==> config.mk <==
export PLATFORM = sky130hd
export DESIGN_NAME = kalman_state_serializer
export DESIGN_NICKNAME = d
export VERILOG_FILES = /design/src/rtl/kalman_pkg.sv /design/src/rtl/kalman_ser_buffer.sv /design/src/rtl/kalman_state_serializer.sv
export SDC_FILE = /design/constraint.sdc
export NUM_CORES = 1
export LEC_CHECK = 0
export ABC_AREA = 1
export CAP_MARGIN = 20
export CORE_ASPECT_RATIO = 1.75
export CORE_UTILIZATION = 39
export DETAILED_ROUTE_END_ITERATION = 16
export HOLD_SLACK_MARGIN = 0.12
export PLACE_DENSITY = 0.7
export RECOVER_POWER = 25
export SLEW_MARGIN = 5
export SYNTH_ARGS = -nofsm -noshare
export SYNTH_HDL_FRONTEND = slang
export SYNTH_SLANG_ARGS = --single-unit
==> constraint.sdc <==
create_clock -name clk -period 6.8 [get_ports clk]
set_input_delay 1.36 -clock clk [delete_from_list [all_inputs] [get_ports clk]]
set_output_delay 1.36 -clock clk [all_outputs]
set_load 0.03 [all_outputs]
==> src/rtl/kalman_pkg.sv <==
// Shared types and constants for the Kalman filter datapath stages.
package kalman_pkg;

    typedef enum logic [1:0] {
        IDLE  = 2'd0,
        SEND  = 2'd1,
        CKSUM = 2'd2
    } ser_state_t;

    localparam int STATE_W = 16;
    localparam int NOS     = 4;

    // Bits needed to count 0..n inclusive (covers the checksum slot).
    function automatic int idx_w(input int n);
        return $clog2(n + 1);
    endfunction

    localparam int IDX_W = idx_w(NOS);

endpackage

==> src/rtl/kalman_ser_buffer.sv <==
// Snapshot register file for the state serializer: parallel load,
// indexed read. Out-of-range indices read as zero.
module kalman_ser_buffer
    import kalman_pkg::*;
#(
    parameter int WIDTH = STATE_W,
    parameter int DEPTH = NOS,
    parameter int IW    = idx_w(NOS)
) (
    input  logic             clk,
    input  logic             reset,
    input  logic             load,
    input  logic [WIDTH-1:0] din [0:DEPTH-1],
    input  logic [IW-1:0]    rd_idx,
    output logic [WIDTH-1:0] rd_data
);

    logic [WIDTH-1:0] mem [0:DEPTH-1];

    always_ff @(posedge clk or posedge reset) begin
        if (reset) begin
            for (int i = 0; i < DEPTH; i++) mem[i] <= '0;
        end else if (load) begin
            for (int i = 0; i < DEPTH; i++) mem[i] <= din[i];
        end
    end

    always_comb begin
        rd_data = '0;
        for (int i = 0; i < DEPTH; i++)
            if (rd_idx == IW'(i)) rd_data = mem[i];
    end

endmodule

==> src/rtl/kalman_state_serializer.sv <==
// Streams a snapshot of the Kalman state vector one word per handshake.
// Define STATE_SER_CHECKSUM_EN to append an XOR checksum word per frame.
module kalman_state_serializer
    import kalman_pkg::*;
#(
    parameter int WIDTH      = STATE_W,
    parameter int nos        = NOS,
    parameter int FRAME_ID_W = 8
) (
    input  logic                       clk,
    input  logic                       reset,
    input  logic                       clk_en,
    input  logic                       start,
    input  logic [WIDTH-1:0]           State [0:nos-1],
    output logic [WIDTH-1:0]           out_data,
    output logic                       out_valid,
    input  logic                       out_ready,
    output logic                       out_last,
    output logic [$clog2(nos+1)-1:0]   out_index,
    output logic [FRAME_ID_W-1:0]      frame_id,
    output logic                       busy,
    output logic                       done,
    output logic                       overrun
);

    localparam int IW = idx_w(nos);

    ser_state_t       state_q;
    logic [IW-1:0]    idx_q;
    logic [WIDTH-1:0] buf_word;
    logic             load;
    logic             xfer;
    logic             last_word;
    logic             frame_end;

    assign load      = clk_en && start && (state_q == IDLE);
    assign xfer      = clk_en && out_valid && out_ready;
    assign last_word = (idx_q == IW'(nos - 1));

    kalman_ser_buffer #(
        .WIDTH (WIDTH),
        .DEPTH (nos),
        .IW    (IW)
    ) u_buf (
        .clk     (clk),
        .reset   (reset),
        .load    (load),
        .din     (State),
        .rd_idx  (idx_q),
        .rd_data (buf_word)
    );

`ifdef STATE_SER_CHECKSUM_EN
    logic [WIDTH-1:0] cksum_d;
    logic [WIDTH-1:0] cksum_q;

    // Folded at snapshot time so the buffer needs only one read port.
    always_comb begin
        cksum_d = '0;
        for (int i = 0; i < nos; i++) cksum_d = cksum_d ^ State[i];
    end

    always_ff @(posedge clk or posedge reset) begin
        if (reset)     cksum_q <= '0;
        else if (load) cksum_q <= cksum_d;
    end

    assign frame_end = xfer && (state_q == CKSUM);
`else
    assign frame_end = xfer && (state_q == SEND) && last_word;
`endif

    always_ff @(posedge clk or posedge reset) begin
        if (reset) begin
            state_q  <= IDLE;
            idx_q    <= '0;
            frame_id <= '0;
            done     <= 1'b0;
            overrun  <= 1'b0;
        end else if (clk_en) begin
            done <= frame_end;
            if (start && state_q != IDLE) overrun <= 1'b1;
            if (frame_end) frame_id <= frame_id + FRAME_ID_W'(1);
            unique case (state_q)
                IDLE: begin
                    if (start) begin
                        state_q <= SEND;
                        idx_q   <= '0;
                    end
                end
                SEND: begin
                    if (out_ready) begin
                        if (last_word) begin
`ifdef STATE_SER_CHECKSUM_EN
                            state_q <= CKSUM;
                            idx_q   <= IW'(nos);
`else
                            state_q <= IDLE;
                            idx_q   <= '0;
`endif
                        end else begin
                            idx_q <= idx_q + IW'(1);
                        end
                    end
                end
                CKSUM: begin
                    if (out_ready) begin
                        state_q <= IDLE;
                        idx_q   <= '0;
                    end
                end
                default: state_q <= IDLE;
            endcase
        end
    end

    assign busy      = (state_q != IDLE);
    assign out_valid = busy;
    assign out_index = idx_q;

`ifdef STATE_SER_CHECKSUM_EN
    assign out_data = (state_q == CKSUM) ? cksum_q :
                      (state_q == SEND)  ? buf_word : '0;
    assign out_last = (state_q == CKSUM);
`else
    assign out_data = (state_q == SEND) ? buf_word : '0;
    assign out_last = (state_q == SEND) && last_word;
`endif

endmodule

-- Word level (Yosys, flattened, before mapping)
Cells that the tools add are included.
- output and inout port bits: 32
- flip-flop bits (word level): 79
- muxes and demuxes: 15
- reductions and logical operators: 16
- eq/ne operators: 9
- add/sub/neg operators: 2
- operators by type and width (operator ; number):
    16-bit two-way mux ; 5
    3-bit two-way mux ; 4
    5-bit AND reduction ; 2
    3-bit case mux with 3 select lines ; 1
    8-bit by 1-bit adder with 8-bit output (second input constant) ; 1
    1-bit logical AND ; 8
    2-bit two-way mux ; 4
    2-bit inequality test (second input constant) ; 4
    3-bit by 2-bit == test with 1-bit output (second input constant) ; 2
    2-bit case mux with 3 select lines ; 1
    2-bit AND reduction ; 2
    3-bit by 1-bit adder with 3-bit output (second input constant) ; 1
    3-bit by 1-bit == test with 1-bit output (second input constant) ; 1
    3-bit zero test ; 1
    3-bit nonzero test ; 1
    2-bit by 1-bit == test with 1-bit output (second input constant) ; 1
    2-bit == test (second input constant) ; 1
    2-bit zero test ; 1
    2-bit nonzero test ; 1

-- Depth between registers and ports, before layout
Gate-level depths: netlist (run 1).
- depth in word-level cells: 6
- mapped depth: 9
- gate-level depth less buffers: 8

-- Cells and area by module
From an unflattened synthesis (run 1), not the netlist that was laid out.
- cell total of the unflattened synthesis: 358
- area, all modules: 4134.0 um^2
- modules (own cells, without submodules) (module ; seq. area each (um^2) ; times used ; cells an instance ; area an instance (um^2)):
    kalman_ser_buffer ; 1601.5 ; 1 ; 236 ; 3298.2
    kalman_state_serializer ; 350.3 ; 1 ; 122 ; 835.8

-- Least setup slack after synthesis (run 1)
Ideal clock, no wire load.
- path type: flip-flop to output port
- start: reg idx_q[1] (netlist: out_index[1])
- end: out out_data[10]
- slack: 3.820 ns
- buffers on the path: 1
- data required time: 5.440 ns
- data arrival time: 1.620 ns
- cell stages (with the launch flop): 10
- cells stage by stage: dfrtp_1 inv_1 ha_1 inv_1 nor2_4 buf_2 nand2_1 nand3_1 nand2_1 nand2_1
- word-level cells in the longest chain between the ends: 6
- elaborated cells on any way between the ends: 9
- classes of those cells: eq/ne (3); mux (5); reduce/logical (1)
- ends and longest elaborated chain (element ; line ; text):
    from (decl) ; kalman_state_serializer.sv:29 ; logic [IW-1:0] idx_q;
    from (signal assigned) ; kalman_state_serializer.sv:102 ; idx_q <= idx_q + IW'(1);
    3-bit zero test ; kalman_ser_buffer.sv:31 ; if (rd_idx == IW'(i)) rd_data = mem[i];
    16-bit two-way mux (3 in series) ; kalman_ser_buffer.sv:31 ;
    16-bit two-way mux (*) ; kalman_ser_buffer.sv:31 ;
    16-bit two-way mux (*) ; kalman_state_serializer.sv:126 ; assign out_data = (state_q == SEND) ? buf_word : '0;
    to (decl) ; kalman_state_serializer.sv:15 ; output logic [WIDTH-1:0] out_data,
Mark *: on every way between the ends. The rest lies on a longest branch, timed or not.

-- Final worst setup path (run 1)
- start: reg idx_q[1] (netlist: out_index[1])
- end: out out_data[3]
The elaborated chain is that of the path after synthesis.

==> results of run 1 <==
path summary, 6_finish.rpt:
kind | from | slack [ps] | cells after the start | endpoint
setup / recovery | out_index[1] | 2820 | 9 | out_data[3]
hold / removal | overrun | 470 | 1 | overrun
setup reg to reg | state_q[0] | 4970 | 6 | u_buf.mem[2]
hold reg to reg | overrun | 470 | 1 | overrun
max in group asynchronous | reset | 4250 | 4 | done
min in group asynchronous | reset | 1740 | 3 | u_buf.mem[14]
cells in the final DEF (no fill, tap or decap), drive strengths merged:
cell           instances
inv                   77
clkdlybuf4s50         98
nand3b                 1
ha                     5
clkinv                 3
nand2                169
a31o                   1
or2                    1
nor3                   1
o21ai                 67
xor2                   4
buf                    4
dfrtp                 78
bufinv                 2
clkbuf                10
xnor2                  1
nor2                  41
nand3                 22
dlygate4sd3            2
clkinvlp               2
a21oi                  2
area by class of cell:
| class | count | area, sq um | area share (%) |
|---|---|---|---|
| Clock buffer | 9 | 225.2 | 4.261 |
| Clock inverter | 7 | 97.59 | 1.847 |
| Inverter | 77 | 289.0 | 5.469 |
| Multi-Input combinational cell | 315 | 1478 | 27.96 |
| Sequential cell | 78 | 1952 | 36.93 |
| Tap cell | 125 | 156.4 | 2.959 |
| Timing Repair Buffer | 105 | 1087 | 20.57 |
logic make-up after synthesis:
kind of cell,Yosys count,share of synthesized area [%]
simple gates,235,24.58
buf+inv,100,12.81
flops,78,49.73
compound gates,70,10.17
xor+xnor,5,1.116
fa+ha+maj,5,1.594
state kept, by name, summed over array words and instances (netlist names):
name / count
frame_id: 8
overrun: 1
state_q: 1
done: 1
out_index: 3
u_buf.mem: 64
critical path: stages (launching register included):
cell	delay, ps
sky130_fd_sc_hd__dfrtp_1	420
sky130_fd_sc_hd__inv_1	110
sky130_fd_sc_hd__ha_1	220
sky130_fd_sc_hd__inv_1	100
sky130_fd_sc_hd__nor2_4	300
sky130_fd_sc_hd__nand2_1	210
sky130_fd_sc_hd__nand3_1	130
sky130_fd_sc_hd__nand2_1	50
sky130_fd_sc_hd__nand2_1	60
sky130_fd_sc_hd__clkdlybuf4s50_1	670
stage by stage:
| step | util, % | setup WS, ps | power [W] |
|---|---|---|---|
| floorplan | - | 3445 | 0.001511 |
| global placement | 49.66 | 2986 | 0.001899 |
| detailed placement | 49.66 | 2916 | 0.001923 |
| CTS | 52.93 | 2532 | 0.002449 |
| global route | 53.66 | 2699 | 0.002612 |
| finish | 53.66 | 2823 | 0.002452 |
cell usage after synthesis, types with 4 or more instances:
master                    count
sky130_fd_sc_hd__nand3_1     20
sky130_fd_sc_hd__nand2_1    166
sky130_fd_sc_hd__ha_1         5
sky130_fd_sc_hd__o21ai_1     12
sky130_fd_sc_hd__buf_6       14
sky130_fd_sc_hd__dfrtp_1     78
sky130_fd_sc_hd__o21ai_0     43
sky130_fd_sc_hd__buf_4        5
sky130_fd_sc_hd__xor2_1       4
sky130_fd_sc_hd__nor2_1      37
sky130_fd_sc_hd__inv_1       75
sky130_fd_sc_hd__o21ai_2     12
report_power, final:
group,total [W],internal [W],switching (W)
combinational,0.00113,0.000446,0.000688
clock,0.000515,0.000322,0.000193
sequential,0.000802,0.000666,0.000136
metal layers:
| layer | share of wire [%] | up-vias |
|---|---|---|
| met3 | 5.0 | 32 |
| met4 | 5.9 | 0 |
| met1 | 36 | 1560 |
| met2 | 53 | 119 |
| met5 | 0 | - |
| li1 | - | 1684 |
==> metrics.log, run 1 <==
INFO  metric timing_max_transition_violations_final = 0
INFO  metric clk_transition_reported_paths = approximately 60 ps
INFO  metric die_width = slightly below 80 microns
INFO  metric post_synth_num_cell_types = 26
INFO  metric hpwlAfterDp = around 7400 microns
INFO  metric drt_iter0_drc = approximately 260
INFO  metric min_period = between 3000 and 4000 ps
INFO  metric count_of_buffers_from_port_buffering = 100
INFO  metric run_status = completed
INFO  metric dp.cells = about 700
INFO  metric synth_seq_area_share = 49.73%
INFO  metric finalHoldViolCount = 0
INFO  metric setup-tns-final = 0 ps
INFO  metric cp.required = around 5400 ps
INFO  metric synth_edf_count = 0
INFO  metric endpoint_kind = output pin
INFO  metric first_pass_grt_wire_length = 15790 microns
INFO  metric final_cells = between 700 and 800
INFO  metric final.setup_skew = around 5.3 ps
INFO  metric setup_repair_after_global_routing_missed_its_margin = false
INFO  metric clock_path_buffers = 2
INFO  metric final_cell_area = ~0.0053 sq mm
INFO  metric grt_max_degree = 130
INFO  metric first_global_vias = roughly 3300
INFO  metric post_cts_hold_buffer_count = 0
INFO  metric synth_fp_nets = 567
INFO  metric leakagePower = 2.689 nW
INFO  metric synthesis.area = ~0.0039 sq mm
INFO  metric floorplan.die_area = between 0.01 and 0.015 sq mm
INFO  metric core.rowCount = between 40 and 50
INFO  metric layer_with_the_highest_usage = met2
INFO  metric io_pins = 101
INFO  metric synth_seq_cells = about 80
INFO  metric postSynthCellCount = between 400 and 500
INFO  metric grt_use_met2 = around 36%
INFO  metric max-slew-margin-rel = a little over a third
INFO  metric globalRouteMet3Util = around 2.9%
INFO  metric wire_per_inst = 13.98 microns
INFO  metric routed_wl = about 10000 microns
INFO  metric coreArea = 0.009849 sq mm
INFO  metric pwrdens = 464.0 mW/mm^2
INFO  metric insertedDiodeCount = 0
INFO  metric dr_total_vias = 3395
INFO  metric numCtsBuffers = 9
INFO  metric grt.overflow.total = 0
INFO  metric grt_use_met1 = 21.96%
INFO  metric ys.flop_type = sky130_fd_sc_hd__dfrtp_1
INFO  metric area_growth_syn_to_layout = 34.65%
INFO  metric post_synth.cell_area_avg = 7.961 sq um
INFO  metric tritoncts = done
INFO  metric asyncSetResetFlopFracSynth = 100.0%
INFO  metric post-cts-setup-buffers = 0
INFO  metric drt_drc_violations_left = 0
INFO  metric gr-usage-all-layers = 20.33%
INFO  metric starting_density = ~40%
INFO  metric place.gp.congestion = 0.8807
INFO  metric num-nets-final = 660
INFO  metric drv.max_cap_violation_count = 0
INFO  metric grt_antenna_before_repair = 0
INFO  metric timing.final.crit_share = roughly three fifths
INFO  metric via_per_inst = between 4 and 5
INFO  metric clock_tree.htree_level_count = 3
INFO  metric drive_gt1_share = under 10%
INFO  metric netlist.top_cell.by_area = sky130_fd_sc_hd__dfrtp_1
INFO  metric irDropWorstVdd = between 300 and 400 uV
INFO  metric report.final.setup_viol = 0
INFO  metric detail-route-antenna-nets = 0
INFO  metric worst_slew_pin_slew = 953.8 ps
INFO  metric max_clock_freq = between 200 and 300 MHz
INFO  metric path_class_of_the_lowest_slack_min_delay_path = register to register
INFO  metric ctsResizeCount = 0
INFO  metric placed_area = 0.004891 sq mm
INFO  metric synth_top_cell_area_share = between 40 and 50%
INFO  metric cts-root-buf = sky130_fd_sc_hd__clkbuf_16
INFO  metric cp_max_fo = 16
INFO  metric fillCellCount = between 900 and 1000
INFO  metric worstSkewPairLatency = roughly 340 ps
INFO  metric worstPathArrival = 2620 ps
INFO  metric synth.top_cells.by_area = sky130_fd_sc_hd__dfrtp_1 (50%), sky130_fd_sc_hd__nand2_1 (16%), sky130_fd_sc_hd__inv_1 (7.2%)
INFO  metric first_pass_iters = 4
INFO  metric hold-worst-slack = 468.0 ps
INFO  metric floorplan.die.height = 134.7 microns
INFO  metric timing_worst_setup_path_type = register to output pin
INFO  metric synth-warning-count = 0
INFO  metric cts.sinks = between 70 and 80
INFO  metric startpoint_kind_of_the_worst_setup_timing_path = register
Note: power is estimated with default switching activity, not from simulation.
==> run 2: changes to the inputs <==
==> constraint.sdc (replaced) <==
create_clock -name clk -period 3.85 [get_ports clk]
set_input_delay 0.77 -clock clk [delete_from_list [all_inputs] [get_ports clk]]
set_output_delay 0.77 -clock clk [all_outputs]
set_load 0.03 [all_outputs]
==> run 2 against run 1 <==
The flow now finishes with violations (capacitance limit, slew limit). Utilization fell by 0.58 points. Total power rose by 74%. Global-route usage rose by 0.47 points. Setup slack got worse by 2500 ps. Clock-buffer cell count rose by 3. Via count fell by 1.4%. First-iteration DRC count fell by 15%. Non-clock buffer count did not move. Design area fell by 1.1%. Critical endpoint is now out_data[4]. Largest power group unchanged.
==> metrics.log, run 2 (synthesis gave the netlist of run 1 again) <==
INFO  metric run_status = complete, but fails checks (was completed)
INFO  metric failing_checks = capacitance limit, slew limit
INFO  metric drt_drc_violations_left = 0 (unchanged)
INFO  metric wire_per_inst = 13.88 microns (was 13.98 microns)
INFO  metric num-nets-final = 660 (unchanged)
INFO  metric hold-worst-slack = 476.4 ps (was 468.0 ps)
INFO  metric endpoint_kind = output pin (unchanged)
INFO  metric routed_wl = 9926 microns (was 10010 microns)
INFO  metric floorplan.die_area = 0.01049 sq mm (unchanged)
INFO  metric max_clock_freq = approximately 280 MHz
INFO  metric area_growth_syn_to_layout = 33.18% (was 34.65%)
INFO  metric ctsResizeCount = 0 (unchanged)
INFO  metric worst_slew_pin_slew = 1549 ps (was 953.8 ps)
INFO  metric grt.overflow.total = 0 (unchanged)
INFO  metric timing_worst_setup_path_type = register to output pin (unchanged)
INFO  metric count_of_buffers_from_port_buffering = 100 (unchanged)
INFO  metric via_per_inst = 4.684 (was 4.742)
INFO  metric post_cts_hold_buffer_count = 0 (unchanged)
INFO  metric die_width = 77.84 microns (unchanged)
INFO  metric io_pins = 101 (unchanged)
INFO  metric drt_iter0_drc = 217 (was 255)
INFO  metric grt_antenna_before_repair = 0 (unchanged)
INFO  metric finish.utilization = 53.07% (was 53.66%)
INFO  metric path_class_of_the_lowest_slack_min_delay_path = register to register (unchanged)
INFO  metric dr_total_vias = 3349 (was 3395)
INFO  metric max-slew-margin-rel = -3.272% (was 36.41%)
INFO  metric first_pass_grt_wire_length = 16300 microns (was 15790 microns)
INFO  metric irDropWorstVdd = 592.9 uV (was 301.6 uV)
INFO  metric min_period = about 3600 ps
INFO  metric cp.required = 3080 ps (was 5440 ps)
INFO  metric detail-route-antenna-nets = 0 (unchanged)
INFO  metric final_cells = 715 (was 716)
INFO  metric tritoncts = done (unchanged)
INFO  metric setup_repair_after_global_routing_missed_its_margin = false (unchanged)
INFO  metric setup-tns-final = 0 ps (unchanged)
INFO  metric layout_commonest_cell = sky130_fd_sc_hd__nand2_1 (unchanged)
INFO  metric floorplan.die.height = 134.7 microns (unchanged)
INFO  metric starting_density = 39.85% (unchanged)
INFO  metric worst_path_most_repeated_cell = sky130_fd_sc_hd__nand2_1 (unchanged)
INFO  metric cts.sinks = 78 (unchanged)
INFO  metric largest_register_ff_count = 64 (unchanged)
INFO  metric drv.max_cap_violation_count = 2 (was 0)
INFO  metric hpwlAfterDp = 7576 microns (was 7354 microns)
INFO  metric fillCellCount = 956 (was 947)
INFO  metric place_worst_setup_slack = 700.2 ps (was 2916 ps)
INFO  metric core.rowCount = 48 (unchanged)
INFO  metric finalHoldViolCount = 0 (unchanged)
INFO  metric report.final.setup_viol = 0 (unchanged)
INFO  metric largest_register = u_buf.mem (unchanged)
INFO  metric pwrdens = 817.1 mW/mm^2 (was 464.0 mW/mm^2)
INFO  metric worstPathArrival = 2790 ps (was 2620 ps)
INFO  metric cp_slowest_stage_delay = 660 ps (was 670 ps)
INFO  metric worstSkewPairLatency = 340 ps (about the same)
INFO  metric gr-usage-all-layers = 20.80% (was 20.33%)
INFO  metric cts-root-buf = sky130_fd_sc_hd__clkbuf_16 (unchanged)
INFO  metric drive_gt1_share = 7.288% (was 7.614%)
INFO  metric final.setup_skew = 6.318 ps (was 5.338 ps)
INFO  metric worstPathCellList = inv_1, ha_1, nand2_1, buf_4, nand3_1, nand2_1, nand2_1, clkdlybuf4s50_1 (was inv_1, ha_1, inv_1, nor2_4, nand2_1, nand3_1, nand2_1, nand2_1, clkdlybuf4s50_1)
INFO  metric clk_transition_reported_paths = 60 ps (about the same)
INFO  metric place.gp.congestion = 0.9382 (was 0.8807)
INFO  metric first_pass_iters = 5 (was 4)
INFO  metric numCtsBuffers = 9 (unchanged)
INFO  metric cp_max_fo = 23 (was 16)
INFO  metric layout.cells.most_common_list = sky130_fd_sc_hd__nand2_1 (166), sky130_fd_sc_hd__clkdlybuf4s50_1 (98), sky130_fd_sc_hd__dfrtp_1 (78) (unchanged)
INFO  metric slowest_stage_cell_on_the_critical_path = sky130_fd_sc_hd__clkdlybuf4s50_1 (unchanged)
INFO  metric timing.final.crit_share = between 90% and 100%
INFO  metric timing_max_transition_violations_final = 58 (was 0)
INFO  metric coreArea = 0.009849 sq mm (unchanged)
INFO  metric post-cts-setup-buffers = 0 (unchanged)
INFO  metric clock_tree.htree_level_count = 3 (unchanged)
INFO  metric first_global_vias = 3322 (was 3282)
INFO  metric dp.cells = 700 (was 697)
INFO  metric grt_max_degree = 67 (was 130)
INFO  metric timing.final.ws_setup = 294.1 ps (was 2823 ps)
INFO  metric leakagePower = 2.670 nW (was 2.689 nW)
INFO  metric startpoint_kind_of_the_worst_setup_timing_path = register (unchanged)
INFO  metric insertedDiodeCount = 0 (unchanged)
INFO  metric clock_path_buffers = 2 (unchanged)
## run 2: cell types whose count changed in the layout (fill, tap and decap cells not counted)
cell                         delta
sky130_fd_sc_hd__clkbuf_8       +3
sky130_fd_sc_hd__buf_16         -2
sky130_fd_sc_hd__buf_4          +1
sky130_fd_sc_hd__bufinv_16      -1
sky130_fd_sc_hd__clkbuf_1       +1
sky130_fd_sc_hd__clkinv_1       -1
sky130_fd_sc_hd__clkinv_4       -1
sky130_fd_sc_hd__clkinvlp_4     -1
sky130_fd_sc_hd__inv_1          +1
sky130_fd_sc_hd__inv_6          -1
## run 2: layout make-up
type | instances | area (sq um) | share of cell area [%]
clock inverter | 3 | 42.54 | 0.8138
tap | 125 | 156.4 | 2.992
sequential | 78 | 1952 | 37.34
timing repair buffer | 105 | 1044 | 19.96
inverter | 77 | 289.0 | 5.529
clock buffer | 12 | 266.5 | 5.098
multi-input combinational | 315 | 1478 | 28.27
## run 2: worst max-delay path, delay by kind of cell (launching register included)
family	cells	cell delay, ps
flip-flops	1	420
AND/OR/NAND/NOR	4	720
buffers and inverters	3	1130
adder cells (fa/ha/maj)	1	160
## run 2: power by group
| part | internal [W] | switching (W) | total (W) |
|---|---|---|---|
| sequential | 0.00118 | 0.000247 | 0.00142 |
| combinational | 0.000773 | 0.00120 | 0.00197 |
| clock | 0.000550 | 0.000322 | 0.000872 |
| total | 0.00250 | 0.00177 | 0.00427 |
## run 2: metrics by stage
step | cell area (sq um) | power, W
floorplan | 3925 | 0.002668
global placement | 4926 | 0.003375
detailed placement | 4926 | 0.003415
CTS | 5235 | 0.004298
global route | 5228 | 0.004567
finish | 5228 | 0.004271
## run 2: per-layer routing
layer	GRT usage, %	vias to the layer above	wire [microns]
met1	23.75	1530	3942
met2	36.04	111	5148
met4	11.43	0	380
li1	-	1683	-
met3	4.189	25	455
met5	0	-	0
## run 2: path summary, 6_finish.rpt
kind / slack [ps] / from / to / cells past startpoint
max reg2reg: 1970 / state_q[0] / u_buf.mem[3] / 5
min reg2reg: 480 / overrun / overrun / 1
min in group asynchronous: 1090 / reset / u_buf.mem[63] / 2
max in group asynchronous: 810 / reset / u_buf.mem[35] / 3
max: 290 / out_index[0] / out_data[4] / 8
min: 480 / overrun / overrun / 1
==> run 3: changes to the inputs <==
--- a/config.mk
+++ b/config.mk
@@ -11,7 +11,7 @@
 export CORE_UTILIZATION = 39
 export DETAILED_ROUTE_END_ITERATION = 16
 export HOLD_SLACK_MARGIN = 0.12
-export PLACE_DENSITY = 0.7
+export PLACE_DENSITY = 0.72
 export RECOVER_POWER = 25
 export SLEW_MARGIN = 5
 export SYNTH_ARGS = -nofsm -noshare
==> run 3 against run 2 <==
The run still ends with capacitance limit, slew limit left. Sequential power about the same. Clock power shrank 10%. First-iteration DRC count rose by 12%. Setup slack improved by 110 ps. Final cell count down 0.14%. Largest cell class unchanged. Highest routed layer unchanged.
==> metrics.log, run 3 (synthesis gave the netlist of run 1 again) <==
INFO  metric regToRegStartpoint = state_q[0] (unchanged)
INFO  metric first_pass_grt_wire_length = 16450 microns (was 16300 microns)
INFO  metric routed_wl = 9939 microns (was 9926 microns)
INFO  metric endpoint_kind = output pin (unchanged)
INFO  metric count_of_buffers_from_port_buffering = 100 (unchanged)
INFO  metric startpoint_kind_of_the_worst_setup_timing_path = register (unchanged)
INFO  metric cp_max_fo = 23 (unchanged)
INFO  metric setup-tns-final = 0 ps (unchanged)
INFO  metric hpwlAfterDp = 7287 microns (was 7576 microns)
INFO  metric tritoncts = done (unchanged)
INFO  metric detail-route-antenna-nets = 0 (unchanged)
INFO  metric cts-root-buf = sky130_fd_sc_hd__clkbuf_16 (unchanged)
INFO  metric grt.overflow.total = 0 (unchanged)
INFO  metric grt_max_degree = 79 (was 67)
INFO  metric layout_commonest_cell = sky130_fd_sc_hd__nand2_1 (unchanged)
INFO  metric insertedDiodeCount = 0 (unchanged)
INFO  metric hold_path_depth = 1 (unchanged)
INFO  metric final.setup_skew = 4.980 ps (was 6.318 ps)
INFO  metric wire_per_inst = 13.92 microns (was 13.88 microns)
INFO  metric drt_iter0_drc = 242 (was 217)
INFO  metric fillCellCount = 971 (was 956)
INFO  metric finish.utilization = 52.62% (was 53.07%)
INFO  metric dr_total_vias = 3413 (was 3349)
INFO  metric numCtsBuffers = 9 (unchanged)
INFO  metric max_clock_freq = 290.2 MHz (was 281.2 MHz)
INFO  metric drv.max_cap_violation_count = 1 (was 2)
INFO  metric timing.final.crit_share = 89.52% (was 92.36%)
INFO  metric area_growth_syn_to_layout = 32.04% (was 33.18%)
INFO  metric largest_register_ff_count = 64 (unchanged)
INFO  metric floorplan.die.height = 134.7 microns (unchanged)
INFO  metric hold_path_end = overrun (unchanged)
INFO  metric post_cts_hold_buffer_count = 0 (unchanged)
INFO  metric clock_path_buffers = 2 (unchanged)
INFO  metric r2r.worst_path.cells = 5 (unchanged)
INFO  metric seqCellArea = 0.001952 sq mm (unchanged)
INFO  metric finalHoldViolCount = 0 (unchanged)
INFO  metric area_taken_by_multi_input_logic_gates = 0.001475 sq mm (was 0.001478 sq mm)
INFO  metric clock_tree.htree_level_count = 3 (unchanged)
INFO  metric cts.sinks = 78 (unchanged)
INFO  metric end_of_the_worst_register_to_register_path = u_buf.mem[60] (was u_buf.mem[3])
INFO  metric startpoint = out_index[0] (unchanged)
INFO  metric min_period = 3446 ps (was 3556 ps)
INFO  metric io_pins = 101 (unchanged)
INFO  metric drive_gt1_share = 7.301% (was 7.288%)
INFO  metric worstPathArrival = 2680 ps (was 2790 ps)
INFO  metric num-nets-final = 658 (was 660)
INFO  metric reg2reg_slack = 1970 ps (about the same)
INFO  metric run_status = complete, but fails checks (unchanged)
INFO  metric leakagePower = 2.644 nW (was 2.670 nW)
INFO  metric via_per_inst = 4.780 (was 4.684)
INFO  metric cp.required = 3080 ps (about the same)
INFO  metric irDropWorstVdd = 606.2 uV (was 592.9 uV)
INFO  metric starting_density = 39.85% (unchanged)
INFO  metric place.gp.congestion = 0.8746 (was 0.9382)
INFO  metric first_pass_iters = 5 (unchanged)
INFO  metric floorplan.die_area = 0.01049 sq mm (unchanged)
INFO  metric setup_repair_after_global_routing_missed_its_margin = false (unchanged)
INFO  metric failing_checks = capacitance limit, slew limit (unchanged)
INFO  metric worst_slew_pin_slew = 1937 ps (was 1549 ps)
INFO  metric die_width = 77.84 microns (unchanged)
INFO  metric report.final.setup_viol = 0 (unchanged)
INFO  metric layout.cells.most_common_list = sky130_fd_sc_hd__nand2_1 (166), sky130_fd_sc_hd__clkdlybuf4s50_1 (98), sky130_fd_sc_hd__dfrtp_1 (78) (unchanged)
INFO  metric grt_antenna_before_repair = 0 (unchanged)
INFO  metric max-slew-margin-rel = -29.10% (was -3.272%)
INFO  metric timing_worst_setup_path_type = register to output pin (unchanged)
INFO  metric post-cts-setup-buffers = 0 (unchanged)
INFO  metric coreArea = 0.009849 sq mm (unchanged)
INFO  metric drt_drc_violations_left = 0 (unchanged)
INFO  metric core.rowCount = 48 (unchanged)
INFO  metric largest_register = u_buf.mem (unchanged)
INFO  metric ctsResizeCount = 0 (unchanged)
INFO  metric path_class_of_the_lowest_slack_min_delay_path = register to register (unchanged)
INFO  metric pwrdens = 809.5 mW/mm^2 (was 817.1 mW/mm^2)
INFO  metric clk_transition_reported_paths = 60 ps (about the same)
INFO  metric first_global_vias = 3507 (was 3322)
INFO  metric timing_max_transition_violations_final = 79 (was 58)
INFO  metric gr-usage-all-layers = 20.68% (was 20.80%)
INFO  metric hp-start = overrun (unchanged)
INFO  metric worstSkewPairLatency = 340 ps (about the same)
-- run 3: area by class of cell --
type,count,share of cell area (%)
tap,125,3.018
inverter,77,5.577
clock inverter,6,0.7243
timing repair buffer,103,19.94
sequential,78,37.66
clock buffer,10,4.611
multi-input combinational,315,28.46
-- run 3: critical path, cell delays in order, from the launching register on --
cell and delay (ps):
sky130_fd_sc_hd__dfrtp_1 410, sky130_fd_sc_hd__inv_1 110, sky130_fd_sc_hd__ha_1 220, sky130_fd_sc_hd__nand2_1 250, sky130_fd_sc_hd__buf_4 320, sky130_fd_sc_hd__nor2_1 80
sky130_fd_sc_hd__nor2_1 100, sky130_fd_sc_hd__nand2_1 100, sky130_fd_sc_hd__nand2_1 80, sky130_fd_sc_hd__clkdlybuf4s50_1 660
-- run 3: routing by layer --
layer | track usage, % | wire (microns)
met5 | 0 | 0
met4 | 9.748 | 293
met3 | 4.459 | 457
met2 | 37.22 | 5319
met1 | 22.84 | 3868
-- run 3: per-stage QoR --
step / cells / hold slack [ps] / total power, W / setup WS (ps) / instance area, sq um
6_report: 714 / 464.1 / 0.004195 / 403.6 / 5182
5_1_grt: 714 / 503.7 / 0.004497 / 222.9 / 5182
4_1_cts: 714 / 467.6 / 0.004214 / 420.2 / 5187
3_5_place_dp: 698 / 454.8 / 0.003418 / 807.2 / 4911
3_3_place_gp: 698 / 452.9 / 0.003374 / 894.4 / 4911
2_1_floorplan: 493 / 453.4 / 0.002668 / 1085 / 3925
-- run 3: report_power, final --
group / internal, W / switching [W]
clock network: 0.000450 / 0.000331
logic: 0.000765 / 0.00121
registers: 0.00118 / 0.000263
total: 0.00239 / 0.00180
-- run 3: how the worst max path moves through the flow --
stage / endpoint
after global placement: out_data[1]
after global routing: out_data[9]
after floorplan: done
final: out_data[3]
after detailed placement: out_data[3]
after CTS: out_data[3]
==> variant: new RTL, flow settings as in run 2 <==
Re-encode `ser_state_t` (3 states) as one-hot, 3 bits wide.
--- a/src/rtl/kalman_pkg.sv
+++ b/src/rtl/kalman_pkg.sv
@@ -3,6 +3,6 @@
 
-    typedef enum logic [1:0] {
-        IDLE  = 2'd0,
-        SEND  = 2'd1,
-        CKSUM = 2'd2
+    typedef enum logic [2:0] {
+        IDLE  = 3'b001,
+        SEND  = 3'b010,
+        CKSUM = 3'b100
     } ser_state_t;
Behaviour: same outputs for any inputs over 10 cycles, from zero or initial values and one cycle with reset high; not proved beyond that.
==> variant against run 2 <==
  * Critical endpoint is now out_data[1]
  * Sequential cell count increased by 1
  * Power shrank 17%
  * Design area rose by 1.6%
  * Wire length increased by 6.1%
  * Maximum frequency increased by 7.1%
  * Worst setup slack improved by 0.24 ns
  * Synthesized area down 0.29%
  * The flow still finishes with violations (capacitance limit, slew limit)
  * Cell count is 4.9% higher
==> variant: results (changes against run 2) <==
Synth Net Count=603 (+6.3%); count of cell types in the netlist=21 (-19%); number of H-tree levels=3 (unchanged); number of cells on the worst hold path=2 (+1); number of DRC markers in iteration 0=386 (+78%); Crit Path Max Fanout=17 (-26%); worst reg-to-reg path cell count=6 (+1); fillers=935 (-2.2%); final-report max-slew violation count=51 (-12%); Slowest Stage Delay on Critical Path=0.68 ns (+0.02 ns); internal reg-to-reg setup slack=1.35 ns (-0.62 ns); Final nets=693 (+5.0%); hold path startpoint=u_buf.mem[32]$_DFFE_PP0P_; root buffer cell=sky130_fd_sc_hd__clkbuf_16; Peak VDD IR=0.318 mV (-46%); largest delay contributor family on the critical path=buffers and inverters; Reg2Reg Launch Point=state_q[0]$_DFFE_PP1P_; share of final-layout standard cells stronger than drive strength 1=5.45% (-1.8 points); Max-cap violations=1 (-1); maximum number of pins on one net before global-route repair=65 (-3.0%); dominant cells by area after synthesis=sky130_fd_sc_hd__dfrtp_1 (50%), sky130_fd_sc_hd__nand2_1 (24%), sky130_fd_sc_hd__nand3_1 (11%); Lkg Pwr=2.71 nW (+1.3%); average footprint of a synthesized cell=7.40 sq um (-7.1%); placed cell count=733 (+4.7%); number of buffers inserted during clock tree synthesis=9 (unchanged); Critical Path Sink=out_data[1]; maximum root-to-sink buffer count=2 (unchanged); total global routing track utilization=21.4% (+0.60 points); violations in the final reports=capacitance limit, slew limit; post-route clock skew=0.00501 ns (-0.00131 ns); worst min-delay path class=reg -> reg; Min-Delay Endpoint=u_buf.mem[32]$_DFFE_PP0P_; arrival time reported for the critical path endpoint=2.55 ns (-0.24 ns); wire length of the first global-routing pass=17300 um (+5.9%); weighted congestion reported at the end of routability-driven placement=0.856 (-8.8%); source of the critical timing path=out_index[1]$_DFFE_PP0P_; most used standard cells in the synthesized netlist=sky130_fd_sc_hd__nand2_1 (254), sky130_fd_sc_hd__nand3_1 (89), sky130_fd_sc_hd__dfrtp_1 (78), sky130_fd_sc_hd__nor2_1 (40), sky130_fd_sc_hd__buf_2 (24); sequential cell area fraction in the yosys report=50.5% (+0.81 points); DPL Wire Length=7600 um (+0.36%); run status=finished with violations; capture instance of the worst register-to-register path=u_buf.mem[36]$_DFFE_PP0P_; worst slew margin relative to its limit=-47.3% (-44 points); Port Buffer Count=100 (unchanged); detail-routed via count per cell=5.03 (+7.3%); initial antenna violation count=1 (+1); Post-synth ARST share=100% (unchanged); post-detailed-routing wire length=10500 um (+6.1%); clock-pin transition on the worst setup and hold timing paths=0.06 ns (about the same); first drt pass iteration count=7 (+2); vias in the first global route=3709 (+12%); total number of vias=3769 (+13%)
variant: layer usage:
layer  vias to the layer above  GRT usage (%)  wire [um]
met2                       124           37.8       5640
met5                         -              0          0
met1                      1785           24.4       4110
met3                        21           3.18        448
li1                       1839              -          -
met4                         0           11.9        334
variant: cell families (layout without fill, tap and decap cells):
group	after synthesis	count (layout)	synth area share (%)
compound gates	6	6	0.831
xor+xnor	3	3	0.671
fa+ha+maj	5	5	1.60
buf+inv	46	141	5.28
flops	79	79	50.5
other cells	0	1	0
simple gates	390	390	41.1
variant: per-stage QoR:
stage	total power, W	hold slack, ns	cell area (sq um)	setup slack, ns	util (%)
3_5_place_dp	0.00267	0.460	5000	0.901	51.0
3_3_place_gp	0.00263	0.451	5000	0.960	51.0
6_report	0.00353	0.469	5310	0.529	54.2
2_1_floorplan	0.00222	0.442	3910	1.06	-
5_1_grt	0.00378	0.490	5310	0.384	54.2
4_1_cts	0.00355	0.473	5310	0.539	54.2
variant: where the power goes:
group	total (W)	switching (W)	internal (W)
Sequential	0.00138	0.000211	0.00117
Clock	0.000866	0.000313	0.000553
Combinational	0.00128	0.000814	0.000467
Total	0.00353	0.00134	0.00219
variant: worst min-delay path: stages (launching register included):
cell and delay, ns:
sky130_fd_sc_hd__dfrtp_1 0.34, sky130_fd_sc_hd__nand2_1 0.05, sky130_fd_sc_hd__nand2_1 0.04
variant: layout make-up:
cell class	instances	area, sq um	share of cell area [%]
antenna	1	2.50	0.0471
clock buffer	13	270	5.09
clock inverter	3	40.0	0.754
inverter	17	65.1	1.23
multi-input combinational	404	1740	32.7
sequential	79	1980	37.3
tap	125	156	2.95
timing repair buffer	108	1060	20.0
